File: src/rtl/blank_wait_requester_pkg.sv
// Shared state encoding, defaults and output bundle for the blank-count wait initiator.
// The optional watchdog is selected by BLANK_WAIT_WATCHDOG_EN at the blank_wait_requester level.
package blank_wait_requester_pkg;

  typedef enum logic [2:0] {
    ST_IDLE = 3'd0,
    ST_ARM  = 3'd1,
    ST_WAIT = 3'd2,
    ST_DONE = 3'd3,
    ST_ERR  = 3'd4
  } state_e;

  localparam int DEF_WD_CYCLES = 8_000_000;
  localparam int DEF_WD_W      = 23;
  localparam int INIT_W        = 4;
  localparam int RETRY_W       = 3;

  // Every FSM-visible output is registered from this bundle.
  typedef struct packed {
    logic busy;
    logic ack;
    logic err;
    logic init;
  } out_t;

  function automatic logic is_busy(input state_e s);
    return s != ST_IDLE;
  endfunction

endpackage

File: src/rtl/blank_wait_requester_watchdog.sv
// bwr_watchdog: clear/enable cycle counter, tc pulses on the LIMIT-th consecutive enabled cycle.
// Compiled only with BLANK_WAIT_WATCHDOG_EN; no backpressure, tc is decoded from the held count.
`ifdef BLANK_WAIT_WATCHDOG_EN
module bwr_watchdog
  import blank_wait_requester_pkg::*;
#(
  parameter int LIMIT = DEF_WD_CYCLES,
  parameter int W     = DEF_WD_W
) (
  input  logic clk,
  input  logic rst,
  input  logic clr,
  input  logic en,
  output logic tc
);

  localparam logic [W-1:0] LAST = W'(LIMIT - 1);

  logic [W-1:0] cnt_q;
  logic [W-1:0] cnt_d;

  always_comb begin
    cnt_d = cnt_q;
    if (clr) begin
      cnt_d = '0;
    end else if (en) begin
      cnt_d = cnt_q + W'(1);
    end
  end

  always_ff @(posedge clk or negedge rst) begin
    if (!rst) begin
      cnt_q <= '0;
    end else begin
      cnt_q <= cnt_d;
    end
  end

  assign tc = en & (cnt_q == LAST);

endmodule
`endif

File: src/rtl/blank_wait_requester.sv
// Blank-count wait initiator: pulses init, waits for a CB rise, returns a one-cycle ack (req->init 1 cycle, cb rise->ack 2).
// req is only sampled in IDLE; BLANK_WAIT_WATCHDOG_EN adds the WAIT timeout, re-arm retries and sticky err.
module blank_wait_requester
  import blank_wait_requester_pkg::*;
#(
  parameter int INIT_LEN  = 1,
  parameter int WD_CYCLES = DEF_WD_CYCLES,
  parameter int WD_W      = DEF_WD_W,
  parameter int RETRIES   = 2,
  parameter int CNT_W     = 8
) (
  input  logic             clk,
  input  logic             rst,
  input  logic             req,
  output logic             busy,
  output logic             ack,
  output logic             err,
  input  logic             clr_err,
  output logic             init,
  input  logic             cb,
  output logic [CNT_W-1:0] done_cnt
);

  localparam logic [INIT_W-1:0] INIT_LAST = INIT_W'(INIT_LEN - 1);

  state_e             state_q;
  state_e             state_d;
  logic               cb_q;
  logic               cb_rise;
  logic [INIT_W-1:0]  init_cnt_q;
  logic [INIT_W-1:0]  init_cnt_d;
  logic [CNT_W-1:0]   done_cnt_q;
  logic [CNT_W-1:0]   done_cnt_d;
  out_t               out_q;
  out_t               out_d;

  // A level already high when ARM starts has no edge, so it cannot complete the new wait.
  assign cb_rise = cb & ~cb_q;

`ifdef BLANK_WAIT_WATCHDOG_EN
  localparam logic [RETRY_W-1:0] RETRY_MAX = RETRY_W'(RETRIES);

  logic               wd_tc;
  logic [RETRY_W-1:0] retry_q;
  logic [RETRY_W-1:0] retry_d;

  bwr_watchdog #(
    .LIMIT (WD_CYCLES),
    .W     (WD_W)
  ) u_watchdog (
    .clk (clk),
    .rst (rst),
    .clr (state_q != ST_WAIT),
    .en  (state_q == ST_WAIT),
    .tc  (wd_tc)
  );

  always_comb begin
    retry_d = retry_q;
    if (state_q == ST_IDLE) begin
      retry_d = '0;
    end else if ((state_q == ST_WAIT) && (state_d == ST_ARM)) begin
      retry_d = retry_q + RETRY_W'(1);
    end
  end

  always_ff @(posedge clk or negedge rst) begin
    if (!rst) begin
      retry_q <= '0;
    end else begin
      retry_q <= retry_d;
    end
  end
`else
  logic unused_cfg;
  assign unused_cfg = clr_err ^ (WD_CYCLES > 0) ^ (WD_W > 0) ^ (RETRIES > 0)
                    ^ (DEF_WD_W > 0) ^ (RETRY_W > 0);
`endif

  always_ff @(posedge clk or negedge rst) begin
    if (!rst) begin
      state_q <= ST_IDLE;
    end else begin
      state_q <= state_d;
    end
  end

  always_comb begin
    state_d = state_q;
    case (state_q)
      ST_IDLE: begin
        if (req) begin
          state_d = ST_ARM;
        end
      end
      ST_ARM: begin
        if (init_cnt_q == INIT_LAST) begin
          state_d = ST_WAIT;
        end
      end
      ST_WAIT: begin
        // A rise on the final watchdog cycle still counts as success.
        if (cb_rise) begin
          state_d = ST_DONE;
        end
`ifdef BLANK_WAIT_WATCHDOG_EN
        else if (wd_tc) begin
          state_d = (retry_q < RETRY_MAX) ? ST_ARM : ST_ERR;
        end
`endif
      end
      ST_DONE: begin
        state_d = ST_IDLE;
      end
      ST_ERR: begin
`ifdef BLANK_WAIT_WATCHDOG_EN
        if (clr_err) begin
          state_d = ST_IDLE;
        end
`else
        state_d = ST_IDLE;
`endif
      end
      default: begin
        state_d = ST_IDLE;
      end
    endcase
  end

  always_comb begin
    out_d      = '0;
    out_d.busy = is_busy(state_d);
    out_d.init = (state_d == ST_ARM);
    // ack trails DONE by one register so it lines up with the done_cnt update.
    out_d.ack  = (state_q == ST_DONE);
`ifdef BLANK_WAIT_WATCHDOG_EN
    out_d.err  = (state_d == ST_ERR);
`endif

    init_cnt_d = (state_q == ST_ARM) ? (init_cnt_q + INIT_W'(1)) : '0;

    done_cnt_d = done_cnt_q;
    if (state_q == ST_DONE) begin
      done_cnt_d = done_cnt_q + CNT_W'(1);
    end
  end

  always_ff @(posedge clk or negedge rst) begin
    if (!rst) begin
      cb_q       <= 1'b0;
      init_cnt_q <= '0;
      done_cnt_q <= '0;
      out_q      <= '0;
    end else begin
      cb_q       <= cb;
      init_cnt_q <= init_cnt_d;
      done_cnt_q <= done_cnt_d;
      out_q      <= out_d;
    end
  end

  assign busy     = out_q.busy;
  assign ack      = out_q.ack;
  assign err      = out_q.err;
  assign init     = out_q.init;
  assign done_cnt = done_cnt_q;

endmodule

File: config.mk
export PLATFORM = sky130hd
export DESIGN_NAME = blank_wait_requester
export DESIGN_NICKNAME = d
export VERILOG_FILES = /design/src/rtl/blank_wait_requester_pkg.sv /design/src/rtl/blank_wait_requester_watchdog.sv /design/src/rtl/blank_wait_requester.sv
export SDC_FILE = /design/constraint.sdc
export NUM_CORES = 1
export LEC_CHECK = 0
export CORE_MARGIN = 3
export CORE_UTILIZATION = 35
export CTS_CLUSTER_SIZE = 14
export DETAILED_ROUTE_END_ITERATION = 10
export SYNTH_ARGS = -nofsm -noshare
export SYNTH_HDL_FRONTEND = slang
export SYNTH_SLANG_ARGS = --single-unit
File: constraint.sdc
create_clock -name clk -period 1.7 [get_ports clk]
set_input_delay 0.425 -clock clk [delete_from_list [all_inputs] [get_ports clk]]
set_output_delay 0.425 -clock clk [all_outputs]
set_load 0.05 [all_outputs]
Word level (Yosys, flattened, before mapping)

Index checks and enable logic that the tools add are counted.

Flip-flop bits (word level): 19
Logic and storage cells: 23

Bitwise operators: 2
Mux-type cells: 5
Equality and inequality tests: 4
Add/subtract/negate cells: 2
Reduce and logical (&&, ||, !) cells: 3

Operators with widths:

| kind                                                             | count |
|---|---|
| 3-bit two-way mux                                                | 3 |
| 3-bit case mux with 3 select lines                               | 1 |
| 8-bit by 1-bit adder with 8-bit output (second input constant)   | 1 |
| 3-bit by 1-bit == test with 1-bit output (second input constant) | 2 |
| 3-bit by 2-bit == test with 1-bit output (second input constant) | 2 |
| 4-bit by 1-bit adder with 4-bit output (second input constant)   | 1 |
| 4-bit logical NOT                                                | 1 |
| 4-bit two-way mux                                                | 1 |
| 3-bit logical NOT                                                | 1 |
| 3-bit nonzero test                                               | 1 |
| 1-bit bitwise AND                                                | 1 |
| 1-bit NOT                                                        | 1 |

Longest topological paths before layout

Gate-level depths: netlist of the first run.

Word-level depth: 5
Depth in mapped cells: 5
Gate-level depth less buffers: 5

Least setup slack after synthesis of the first run

OpenSTA, ideal clock, no wires.

Path kind: register -> register
Start point: reg done_cnt_q[0], in the netlist done_cnt[0]
End point: reg done_cnt_q[4], in the netlist done_cnt[4]
Data required time: 1.557 ns
Stages on the path, launching flop included: 5
Clock period less this slack: 1.493 ns
Setup slack: 0.207 ns
Arrival: 1.350 ns
Cells stage by stage: dfrtp_1 -> ha_1 -> and4b_4 -> nand3_1 -> xnor2_1

Word-level cells in the longest chain between the ends: 1

RTL lines:

| element                                | line                        | RTL |
|---|---|---|
| from (decl)                            | blank_wait_requester.sv:32  | `logic [CNT_W-1:0] done_cnt_q;` |
| from (signal assigned)                 | blank_wait_requester.sv:157 | `done_cnt_q <= done_cnt_d;` |
| 8-bit by 1-bit adder with 8-bit output | blank_wait_requester.sv:144 | `done_cnt_d = done_cnt_q + CNT_W'(1);` |

Every way passes these cells.
A chain may end at the register's enable or synchronous reset.

Final worst setup path of the first run

Start point: reg done_cnt_q[3], in the netlist done_cnt[3]
End point: out done_cnt[3]

RTL lines:

| element   | line                       | RTL |
|---|---|---|
| to (decl) | blank_wait_requester.sv:21 | `output logic [CNT_W-1:0] done_cnt` |

No word-level cell between the ends.

==> results by group, run 1 <==
Status
  • Status: finished clean

Timing
  • Final worst setup slack: 0.321 ns
  • Setup TNS: 0 ns
  • Setup violators final: 0
  • Clk_skew: 0.00494 ns
  • Hold Vio Cnt, Final: 0
  • Max Freq: 725 MHz
  • Crit share post-route: 81.1%
  • RSZ-0062 raised after global routing: no
  • Min Tclk post-route: 1.38 ns
  • Final Max Slew Viols: 0

Pwr
  • Net Sw Power: 309 uW
  • Part of the power in registers: 53.4%
  • Peak VDD IR: 0.830 mV
  • Int Power: 696 uW
  • Power Dens Cells: 909 nW/um^2
  • Sw Ratio: 30.7%
  • Clk pwr share: 21.2%
  • Pleak: 0.000552 uW
  • Comb power frac: 25.4%

Critical path
  • CP delay by family, top: flip-flops
  • WS Path Type: flip-flop to primary output
  • Crit path DAT: 0.95 ns
  • Crit. path cell count: 1
  • Crit path from: done_cnt[3]
  • Worst-path maximum fanout: 6
  • R2R Path Start: init_cnt_q[0]
  • Crit start category: flip-flop
  • CP endpoint kind: primary output
  • Worst setup path endpoint: done_cnt[3]
  • Reg-to-reg setup timing slack: 0.38 ns
  • Worst path slowest cell: dfrtp_1
  • FF-to-FF End: init
  • CP max stage delay: 0.49 ns
  • CP bufs+invs: 1
  • R2R depth: 4
  • Worst-path cell chain: buf_12
  • WP data required: 1.27 ns

Job
  • Max Cap Viol: 0

Routing
  • Via/cell ratio: 4.53
  • Avg WL per Cell: 11.0 um
  • Top sig layer: met4
  • DRT antenna net count: 0
  • WL final: 1270 um
  • Pre-antenna DRT Iters: 2
  • Residual DRC count: 0
  • Routed metal-1 wire length: 609 um
  • Iter 0 DRT Violations: 1
  • Met2 WL: 568 um
  • Met3 routed WL: 79 um
  • Vias: 526

Synthesis
  • Post-synthesis compound-gate area fraction: 3.84%
  • Synth Area in Simple Gates: 19.6%
  • Mux contribution to synthesized area: 1.33%
  • Largest family of logic cells by synthesized area: simple AND/OR/NAND/NOR gates
  • Post-Synthesis Cells: 71
  • Yosys reg bits: 19
  • Dominant cell type by area after synthesis: dfrtp_1
  • Synthesis Warnings: 0
  • Synth top area share: 56.1%
  • Synth Cell Area: 847 um^2
  • Post-Synth XOR/XNOR Area: 9.31%
  • Synth unique cells: 26
  • Synth Area per Inst: 11.9 um^2
  • Post-synthesis adder-cell area fraction: 4.43%
  • Register area share after synthesis: 56.1%
  • Dominant cells by area after synthesis: dfrtp_1, xor2_1, ha_1, xnor2_1, nor2_1

Clock tree
  • CTS Buffer Depth: 2
  • Cts bufs inserted: 3
  • Worst skew pair latency: 0.29 ns
  • Root Buffer: clkbuf_4
  • CTS Hold Buffers Added: 0
  • Post-CTS Setup Inserts: 0
  • CTS HTree Levels: 1
  • Clock sinks: 19
  • CTS tree: built
  • Resized Gates After CTS: 0
  • Worst-path clk slew: 0.10 ns

Finish
  • Most frequent cells in the layout: dfrtp_1, buf_12, nor2_1
  • Nets: 97
  • Antenna Cells: 0
  • Proportion of layout cells with a drive suffix above 1: 22.7%
  • Most common cell after layout, fill and taps aside: dfrtp_1
  • Synth-to-layout area growth: 30.6%
  • Finished Layout Cells: 116

Placed design
  • Post-DP HPWL: 965 um
  • Worst slack, placed: 0.244 ns
  • Gp weighted congestion: 0.679
  • PortBufs: 14
  • Placed instance count: 112

Min path
  • Hold Crit Class: input pin to asynchronous set/reset pin

Floorplanning
  • Row count: 17
  • Core region area: 2250 um^2
  • Initial Util: 37.6%
  • Die X: 55.2 um
  • Total I/O pin count: 17
  • Die ar.: 3050 um^2
  • Chip height: 55.2 um

Global route
  • GRT Total Usage: 10.9%
  • Vias in the first global route: 505
  • Initial antenna violation count: 0
  • Largest net degree at the start of global routing: 20
  • Global-route wire length before repair: 2330 um
  • Grt ovf: 0
## power groups by stage
| stage | logic (uW) | registers [uW] | clock network, uW |
|---|---|---|---|
| 3_5_place_dp | 259 | 545 | 0 |
| 5_1_grt | 273 | 545 | 252 |
| 2_1_floorplan | 71.3 | 608 | 0 |
| 4_1_cts | 260 | 538 | 229 |
| 3_3_place_gp | 258 | 545 | 0 |
| 6_report | 256 | 536 | 213 |
## synthesized netlist by cell type
| master | n |
|---|---|
| conb_1 | 1 |
| and4b_4 | 1 |
| nor3_1 | 1 |
| inv_1 | 4 |
| mux2_2 | 1 |
| dfrtp_1 | 19 |
| nand4_1 | 1 |
| nand3b_4 | 1 |
| ha_1 | 3 |
| a211oi_1 | 1 |
| buf_4 | 2 |
| a21oi_1 | 2 |
| nand2_1 | 2 |
| buf_6 | 1 |
| nand2b_1 | 1 |
| nor2b_1 | 1 |
| nor3_2 | 2 |
| nor3b_1 | 2 |
| xnor2_1 | 4 |
| and3_1 | 2 |
| nand3_1 | 4 |
| a31oi_1 | 1 |
| and2b_1 | 1 |
| a2111oi_0 | 1 |
| nor2_1 | 7 |
| xor2_1 | 5 |
## cells by family (layout without fill, tap and decap cells)
group	Yosys count	after routing
muxes	1	1
adders and majority gates	3	3
AOI/OAI and AO/OA	5	5
xor gates and xnor gates	9	9
DFF	19	19
and+or+nand+nor	26	26
buffers and inverters	7	23
other	1	2
## registers in the layout, indices dropped and copies added, names as in the netlist
signal      cells
done_cnt        8
init_cnt_q      4
state_q         3
ack             1
busy            1
cb_q            1
init            1
## worst min path at each step
stage / startpoint / endpoint / slack (ns) / cells past startpoint
after detailed placement: init_cnt_q[0] / init_cnt_q[0] / 0.49 / 1
after global routing: rst / done_cnt[7] / 0.45 / 2
after CTS: rst / done_cnt[6] / 0.46 / 2
after floorplan: rst / ack / 0.13 / 0
after global placement: init_cnt_q[0] / init_cnt_q[0] / 0.47 / 1
final: rst / done_cnt[6] / 0.46 / 2
## cell type report
cell class / instances / area, um^2
tap: 28 / 35.0
timing repair buffer: 15 / 220
multi-input combinational: 46 / 334
sequential: 19 / 475
fill: 225 / 1150
inverter: 4 / 15.0
clock buffer: 4 / 26.3
## metal layers
layer,global-route usage [%],vias up
met5,0,-
met2,15.7,9
met3,5.63,2
li1,-,266
met4,2.43,0
met1,14.4,249
## metrics by stage
stage	utilization, %	hold WS, ns	total power, uW	area (um^2)
finish	49.1	0.459	1010	1110
CTS	49.1	0.459	1030	1110
global route	49.1	0.450	1070	1110
global placement	47.9	0.469	803	1080
floorplan	-	0.129	680	851
detailed placement	47.9	0.491	804	1080
No activity file was read; power rests on OpenSTA's default activity.
==> run 2: changes to the inputs <==
==> constraint.sdc (replaced) <==
create_clock -name clk -period 1.4 [get_ports clk]
set_input_delay 0.35 -clock clk [delete_from_list [all_inputs] [get_ports clk]]
set_output_delay 0.35 -clock clk [all_outputs]
set_load 0.05 [all_outputs]
==> results by group, run 2 (synthesis gave the netlist of run 1 again) <==
Placed design
  • Gp weighted congestion: 0.702 (+3.4%)
  • Post-DP HPWL: 981 um (+1.7%)
  • PortBufs: 14 (unchanged)
  • Area after DPL: 1120 um^2 (+3.7%)

Floorplanning
  • Die X: 55.2 um (unchanged)
  • Die ar.: 3050 um^2 (unchanged)
  • Row count: 17 (unchanged)
  • Initial Util: 37.6% (unchanged)
  • Core region area: 2250 um^2 (unchanged)
  • Total I/O pin count: 17 (unchanged)
  • Chip height: 55.2 um (unchanged)

Timing
  • Final Max Slew Viols: 0 (unchanged)
  • Max Freq: 765 MHz
  • Setup violators final: 0 (unchanged)
  • Clk_skew: 0.00148 ns (-0.00346 ns)
  • Setup TNS: 0 ns (unchanged)
  • Min Tclk post-route: 1.31 ns
  • Crit share post-route: 93.4%
  • Hold Vio Cnt, Final: 0 (unchanged)
  • RSZ-0062 raised after global routing: no

Finish
  • Multi-input gate area: 334 um^2 (unchanged)
  • Final core utilization: 50.8% (+1.8 points)
  • Antenna Cells: 0 (unchanged)
  • Filler cells: 222 (-1.3%)
  • Nets: 97 (unchanged)
  • Final Cell Area: 1150 um^2 (+3.6%)
  • Proportion of layout cells with a drive suffix above 1: 25.0% (+2.3 points)
  • Reg area: 478 um^2 (+0.53%)
  • Max reg flops: 8 (unchanged)
  • Most frequent cells in the layout: dfrtp_1, buf_12, nor2_1
  • Synth-to-layout area growth: 35.3%
  • Most common cell after layout, fill and taps aside: dfrtp_1

Pwr
  • Part of the power in registers: 52.6% (-0.8 points)
  • Pleak: 0.000559 uW (+1.3%)
  • Power Dens Cells: 1100 nW/um^2 (+21%)
  • Peak VDD IR: 0.715 mV (-14%)
  • Comb power frac: 26.1% (+0.7 points)
  • Clk pwr share: 21.4% (+0.2 points)
  • Sw Ratio: 31.0% (+0.27 points)
  • Net Sw Power: 390 uW (+26%)
  • Int Power: 867 uW (+25%)

Clock tree
  • CTS tree: built
  • Root Buffer: clkbuf_4
  • CTS Hold Buffers Added: 0 (unchanged)
  • CTS Buffer Depth: 2 (unchanged)
  • Post-CTS Setup Inserts: 0 (unchanged)
  • Clock sinks: 19 (unchanged)
  • CTS HTree Levels: 1 (unchanged)
  • Resized Gates After CTS: 0 (unchanged)
  • Worst skew pair latency: 0.29 ns (about the same)
  • Worst-path clk slew: 0.10 ns (about the same)
  • Cts bufs inserted: 3 (unchanged)

Routing
  • DRT antenna net count: 0 (unchanged)
  • Iter 0 DRT Violations: 5 (+4)
  • Pre-antenna DRT Iters: 2 (unchanged)
  • Avg WL per Cell: 11.6 um (+6.1%)
  • Residual DRC count: 0 (unchanged)
  • WL final: 1350 um (+6.1%)
  • Vias: 552 (+4.9%)
  • Via/cell ratio: 4.76 (+4.9%)

Critical path
  • CP max stage delay: 0.49 ns (about the same)
  • CP bufs+invs: 1 (unchanged)
  • WS Path Type: flip-flop to primary output
  • WP data required: 1.05 ns (-0.22 ns)
  • R2R Path Start: init_cnt_q[0]
  • Crit path from: done_cnt[2]
  • Worst-path cell chain: buf_12
  • Worst path slowest cell: dfrtp_1
  • Crit path DAT: 0.96 ns (about the same)
  • CP endpoint kind: primary output
  • CP delay by family, top: flip-flops
  • Worst-path maximum fanout: 5 (-1)
  • Crit start category: flip-flop

Global route
  • Grt ovf: 0 (unchanged)
  • Initial antenna violation count: 0 (unchanged)
  • GRT Total Usage: 11.6% (+0.77 points)
  • Global-route wire length before repair: 2350 um (+0.90%)
  • Vias in the first global route: 539 (+6.7%)
  • Largest net degree at the start of global routing: 20 (unchanged)

Min path
  • Hold Crit Class: input pin to asynchronous set/reset pin

Status
  • Status: finished clean

Job
  • Max Cap Viol: 0 (unchanged)
==> run 2: worst paths after layout <==
kind                                  to  slack [ns]  depth (start not counted)
setup / recovery             done_cnt[2]        0.09                          1
hold / removal               done_cnt[6]        0.37                          2
setup reg to reg                    init        0.10                          4
hold reg to reg            init_cnt_q[0]        0.49                          1
max in group asynchronous    done_cnt[0]        0.81                          2
min in group clk           init_cnt_q[0]        0.49                          1
==> run 2: worst reg2reg max path: cells and delay by family (launching register included) <==
family	cells	cell delay [ns]
AND/OR/NAND/NOR	1	0.16
buffers and inverters	1	0.06
flip-flops	1	0.40
adder cells (fa/ha/maj)	1	0.18
AO/OA/AOI/OAI	1	0.39
==> run 2: cell type report <==
class	instances	share of cell area (%)
Sequential cell	19	41.7
Multi-Input combinational cell	46	29.1
Timing Repair Buffer	15	22.5
Tap cell	28	3.06
Clock buffer	4	2.29
Inverter	4	1.31
==> run 2: power by group through the flow <==
stage | Sequential, uW | Clock [uW] | Combinational [uW]
4_1_cts | 661 | 290 | 333
3_3_place_gp | 670 | 0 | 329
2_1_floorplan | 744 | 0 | 86.6
3_5_place_dp | 671 | 0 | 331
6_report | 661 | 269 | 328
5_1_grt | 670 | 317 | 351
==> run 2: metal layers <==
metal	GRT usage (%)	vias up	share of wire, %
met5	0	-	0
met4	6.07	0	2.4
met3	5.63	4	4.7
met2	17.3	7	49
met1	13.8	272	44
li1	-	269	-
==> run 2: through the flow <==
step	total power, uW	setup slack [ns]	std cells	hold slack (ns)
global route	1340	0.00846	116	0.377
CTS	1280	0.0682	116	0.365
detailed placement	1000	0.00578	112	0.485
floorplan	830	0.0716	72	0.0544
finish	1260	0.0920	116	0.372
global placement	999	0.0350	112	0.471
==> run 3: changes to the inputs <==
--- a/config.mk
+++ b/config.mk
@@ -5,10 +5,11 @@
 export SDC_FILE = /design/constraint.sdc
 export NUM_CORES = 1
 export LEC_CHECK = 0
-export CORE_MARGIN = 3
+export CORE_MARGIN = 2
 export CORE_UTILIZATION = 35
 export CTS_CLUSTER_SIZE = 14
 export DETAILED_ROUTE_END_ITERATION = 10
 export SYNTH_ARGS = -nofsm -noshare
 export SYNTH_HDL_FRONTEND = slang
+export SYNTH_HIERARCHICAL = 1
 export SYNTH_SLANG_ARGS = --single-unit
==> results by group, run 3 <==
Placed design
  • Area after DPL: 1120 um^2 (unchanged)
  • Gp weighted congestion: 0.720 (+2.6%)
  • Placed instance count: 112 (unchanged)
  • Post-DP HPWL: 926 um (-5.6%)
  • PortBufs: 14 (unchanged)

Pwr
  • Clk pwr share: 21.2% (-0.2 points)
  • Comb power frac: 26.2% (about the same)
  • Part of the power in registers: 52.5% (about the same)
  • Peak VDD IR: 0.821 mV (+15%)
  • Sw Ratio: 31.3% (+0.25 points)
  • Net Sw Power: 393 uW (+0.69%)
  • Int Power: 863 uW (-0.47%)
  • Pleak: 0.000565 uW (+0.95%)
  • Power Dens Cells: 1090 nW/um^2 (-0.76%)

Global route
  • Vias in the first global route: 509 (-5.6%)
  • Initial antenna violation count: 0 (unchanged)
  • Global-route wire length before repair: 2320 um (-1.2%)
  • Grt ovf: 0 (unchanged)
  • Largest net degree at the start of global routing: 20 (unchanged)
  • GRT Total Usage: 11.5% (-0.093 points)

Critical path
  • Worst path slowest cell: dfrtp_1
  • WP data required: 1.05 ns (about the same)
  • CP endpoint kind: primary output
  • CP bufs+invs: 1 (unchanged)
  • Crit start category: flip-flop
  • Worst-path maximum fanout: 5 (unchanged)
  • Worst-path cell chain: buf_12
  • CP delay by family, top: flip-flops
  • CP max stage delay: 0.49 ns (about the same)
  • Crit path DAT: 0.95 ns (about the same)
  • WS Path Type: flip-flop to primary output

Timing
  • Clk_skew: 0.00488 ns (+0.00340 ns)
  • Crit share post-route: 93.2% (-0.24 points)
  • Min Tclk post-route: 1.30 ns (-0.00330 ns)
  • Hold WS: 0.382 ns (+0.0101 ns)
  • Setup violators final: 0 (unchanged)
  • Max Freq: 766 MHz (+0.25%)
  • RSZ-0062 raised after global routing: no
  • Hold Vio Cnt, Final: 0 (unchanged)
  • Final Max Slew Viols: 0 (unchanged)
  • Setup TNS: 0 ns (unchanged)

Routing
  • Vias: 541 (-2.0%)
  • DRT antenna net count: 0 (unchanged)
  • Residual DRC count: 0 (unchanged)
  • Avg WL per Cell: 11.1 um (-4.2%)
  • Via/cell ratio: 4.66 (-2.0%)
  • Pre-antenna DRT Iters: 4 (+2)
  • WL final: 1290 um (-4.2%)
  • Iter 0 DRT Violations: 13 (+8)

Synthesis
  • Post-synth top cells: dfrtp_1, nor2_1, xor2_1
  • Dominant cells by area after synthesis: dfrtp_1, xor2_1, ha_1, xnor2_1, nor2_1
  • Yosys reg bits: 19 (unchanged)
  • Synthesis Warnings: 6 (+6)
  • Dominant cell type by area after synthesis: dfrtp_1
  • Post-synth EDFFs: 0 (unchanged)
  • Register area share after synthesis: 56.1% (unchanged)
  • Most numerous cell in the Yosys netlist: dfrtp_1
  • Synth Cell Area: 847 um^2 (unchanged)
  • Post-Synthesis Cells: 71 (unchanged)
  • Post-synth ARST share: 100% (unchanged)
  • Synth unique cells: 26 (unchanged)
  • Synth top area share: 56.1% (unchanged)
  • Synth Area per Inst: 11.9 um^2 (unchanged)
  • Top_reg_cell synth: dfrtp_1

Clock tree
  • CTS Hold Buffers Added: 0 (unchanged)
  • CTS tree: built
  • Clock sinks: 19 (unchanged)
  • Root Buffer: clkbuf_4
  • Post-CTS Setup Inserts: 0 (unchanged)
  • CTS Buffer Depth: 2 (unchanged)
  • Worst-path clk slew: 0.11 ns (about the same)
  • Cts bufs inserted: 3 (unchanged)
  • CTS HTree Levels: 1 (unchanged)
  • Worst skew pair latency: 0.29 ns (about the same)

Floorplanning
  • Initial Util: 37.6% (unchanged)
  • Total I/O pin count: 17 (unchanged)
  • Row count: 17 (unchanged)
  • Die ar.: 2830 um^2 (-7.1%)
  • Chip height: 53.2 um (-3.6%)
  • Core region area: 2250 um^2 (unchanged)
  • Die X: 53.2 um (-3.6%)

Finish
  • Max reg flops: 8 (unchanged)
  • Final Cell Area: 1150 um^2 (+0.66%)
  • Antenna Cells: 0 (unchanged)
  • Nets: 97 (unchanged)
  • Synth-to-layout area growth: 36.2%
  • Most frequent cells in the layout: dfrtp_1, buf_12, nor2_1
  • Finished Layout Cells: 116 (unchanged)
  • Proportion of layout cells with a drive suffix above 1: 27.3% (+2.3 points)
  • Most common cell after layout, fill and taps aside: dfrtp_1

Status
  • Status: finished clean

Job
  • Max Cap Viol: 0 (unchanged)

Min path
  • Hold Crit Class: input pin to asynchronous set/reset pin
-- run 3: cell counts after synthesis --
Identical to the previous run, type by type.
-- run 3: metrics by stage --
stage	worst slack, ns	total power, uW	utilization [%]
finish	0.0953	1260	51.2
global route	0.0145	1330	51.2
CTS	0.0656	1270	50.9
detailed placement	-0.00761	1000	49.7
global placement	0.0354	999	49.7
floorplan	0.0716	830	-
-- run 3: what timing repair did --
| action | 4_1_cts | 5_1_grt |
|---|---|---|
| endpoints found under the setup margin | 0 | 2 |
| resized for setup | 0 | 2 |
| hold endpoints to repair | 0 | 0 |
-- run 3: cells by family (layout without fill, tap and decap cells) --
group / count (synthesis) / after routing / share of synthesized area (%)
other: 1 / 2 / 0.443
buffers and inverters: 7 / 23 / 4.87
AND/OR/NAND/NOR: 26 / 26 / 19.6
adder cells (fa/ha/maj): 3 / 3 / 4.43
XOR/XNOR: 9 / 9 / 9.31
flip-flops: 19 / 19 / 56.1
AO/OA/AOI/OAI: 5 / 5 / 3.84
multiplexers: 1 / 1 / 1.33
-- run 3: per-layer routing --
layer  global-route usage, %  vias to the layer above  part of all wire [%]
met5                       0                        -                     0
met4                    5.13                        0                   1.2
met3                    3.67                        2                   3.4
met1                    15.6                      265                    47
li1                        -                      267                     -
met2                    16.9                        7                    48
-- run 3: final timing paths --
kind,end,startpoint,depth (start not counted),slack [ns]
max in group asynchronous,done_cnt[1],rst,2,0.80
max reg2reg,init,init_cnt_q[0],4,0.12
min reg2reg,init_cnt_q[0],init_cnt_q[0],1,0.49
max,done_cnt[2],done_cnt[2],1,0.1
min in group clk,init_cnt_q[0],init_cnt_q[0],1,0.49
min,done_cnt[3],rst,2,0.38
-- run 3: power groups by stage --
stage | registers (uW) | clock network [uW] | logic [uW]
6_report | 660 | 267 | 330
5_1_grt | 670 | 310 | 347
3_5_place_dp | 671 | 0 | 330
2_1_floorplan | 744 | 0 | 86.6
3_3_place_gp | 670 | 0 | 329
4_1_cts | 661 | 280 | 331
-- run 3: layout make-up --
| cell class | count | area, um^2 |
|---|---|---|
| fillers | 222 | 1100 |
| inverters | 4 | 15.0 |
| repair buffers | 15 | 258 |
| flip-flops and latches | 19 | 478 |
| clock buffers | 3 | 22.5 |
| multi-input cells | 46 | 340 |
| clock inverters | 1 | 5.00 |
| well taps | 28 | 35.0 |
-- run 3: worst register-to-register path: stages, from the launching register on --
cell and delay (ns):
dfrtp_1 0.41, inv_1 0.06, ha_1 0.18, nor3b_2 0.17
a2111oi_1 0.35
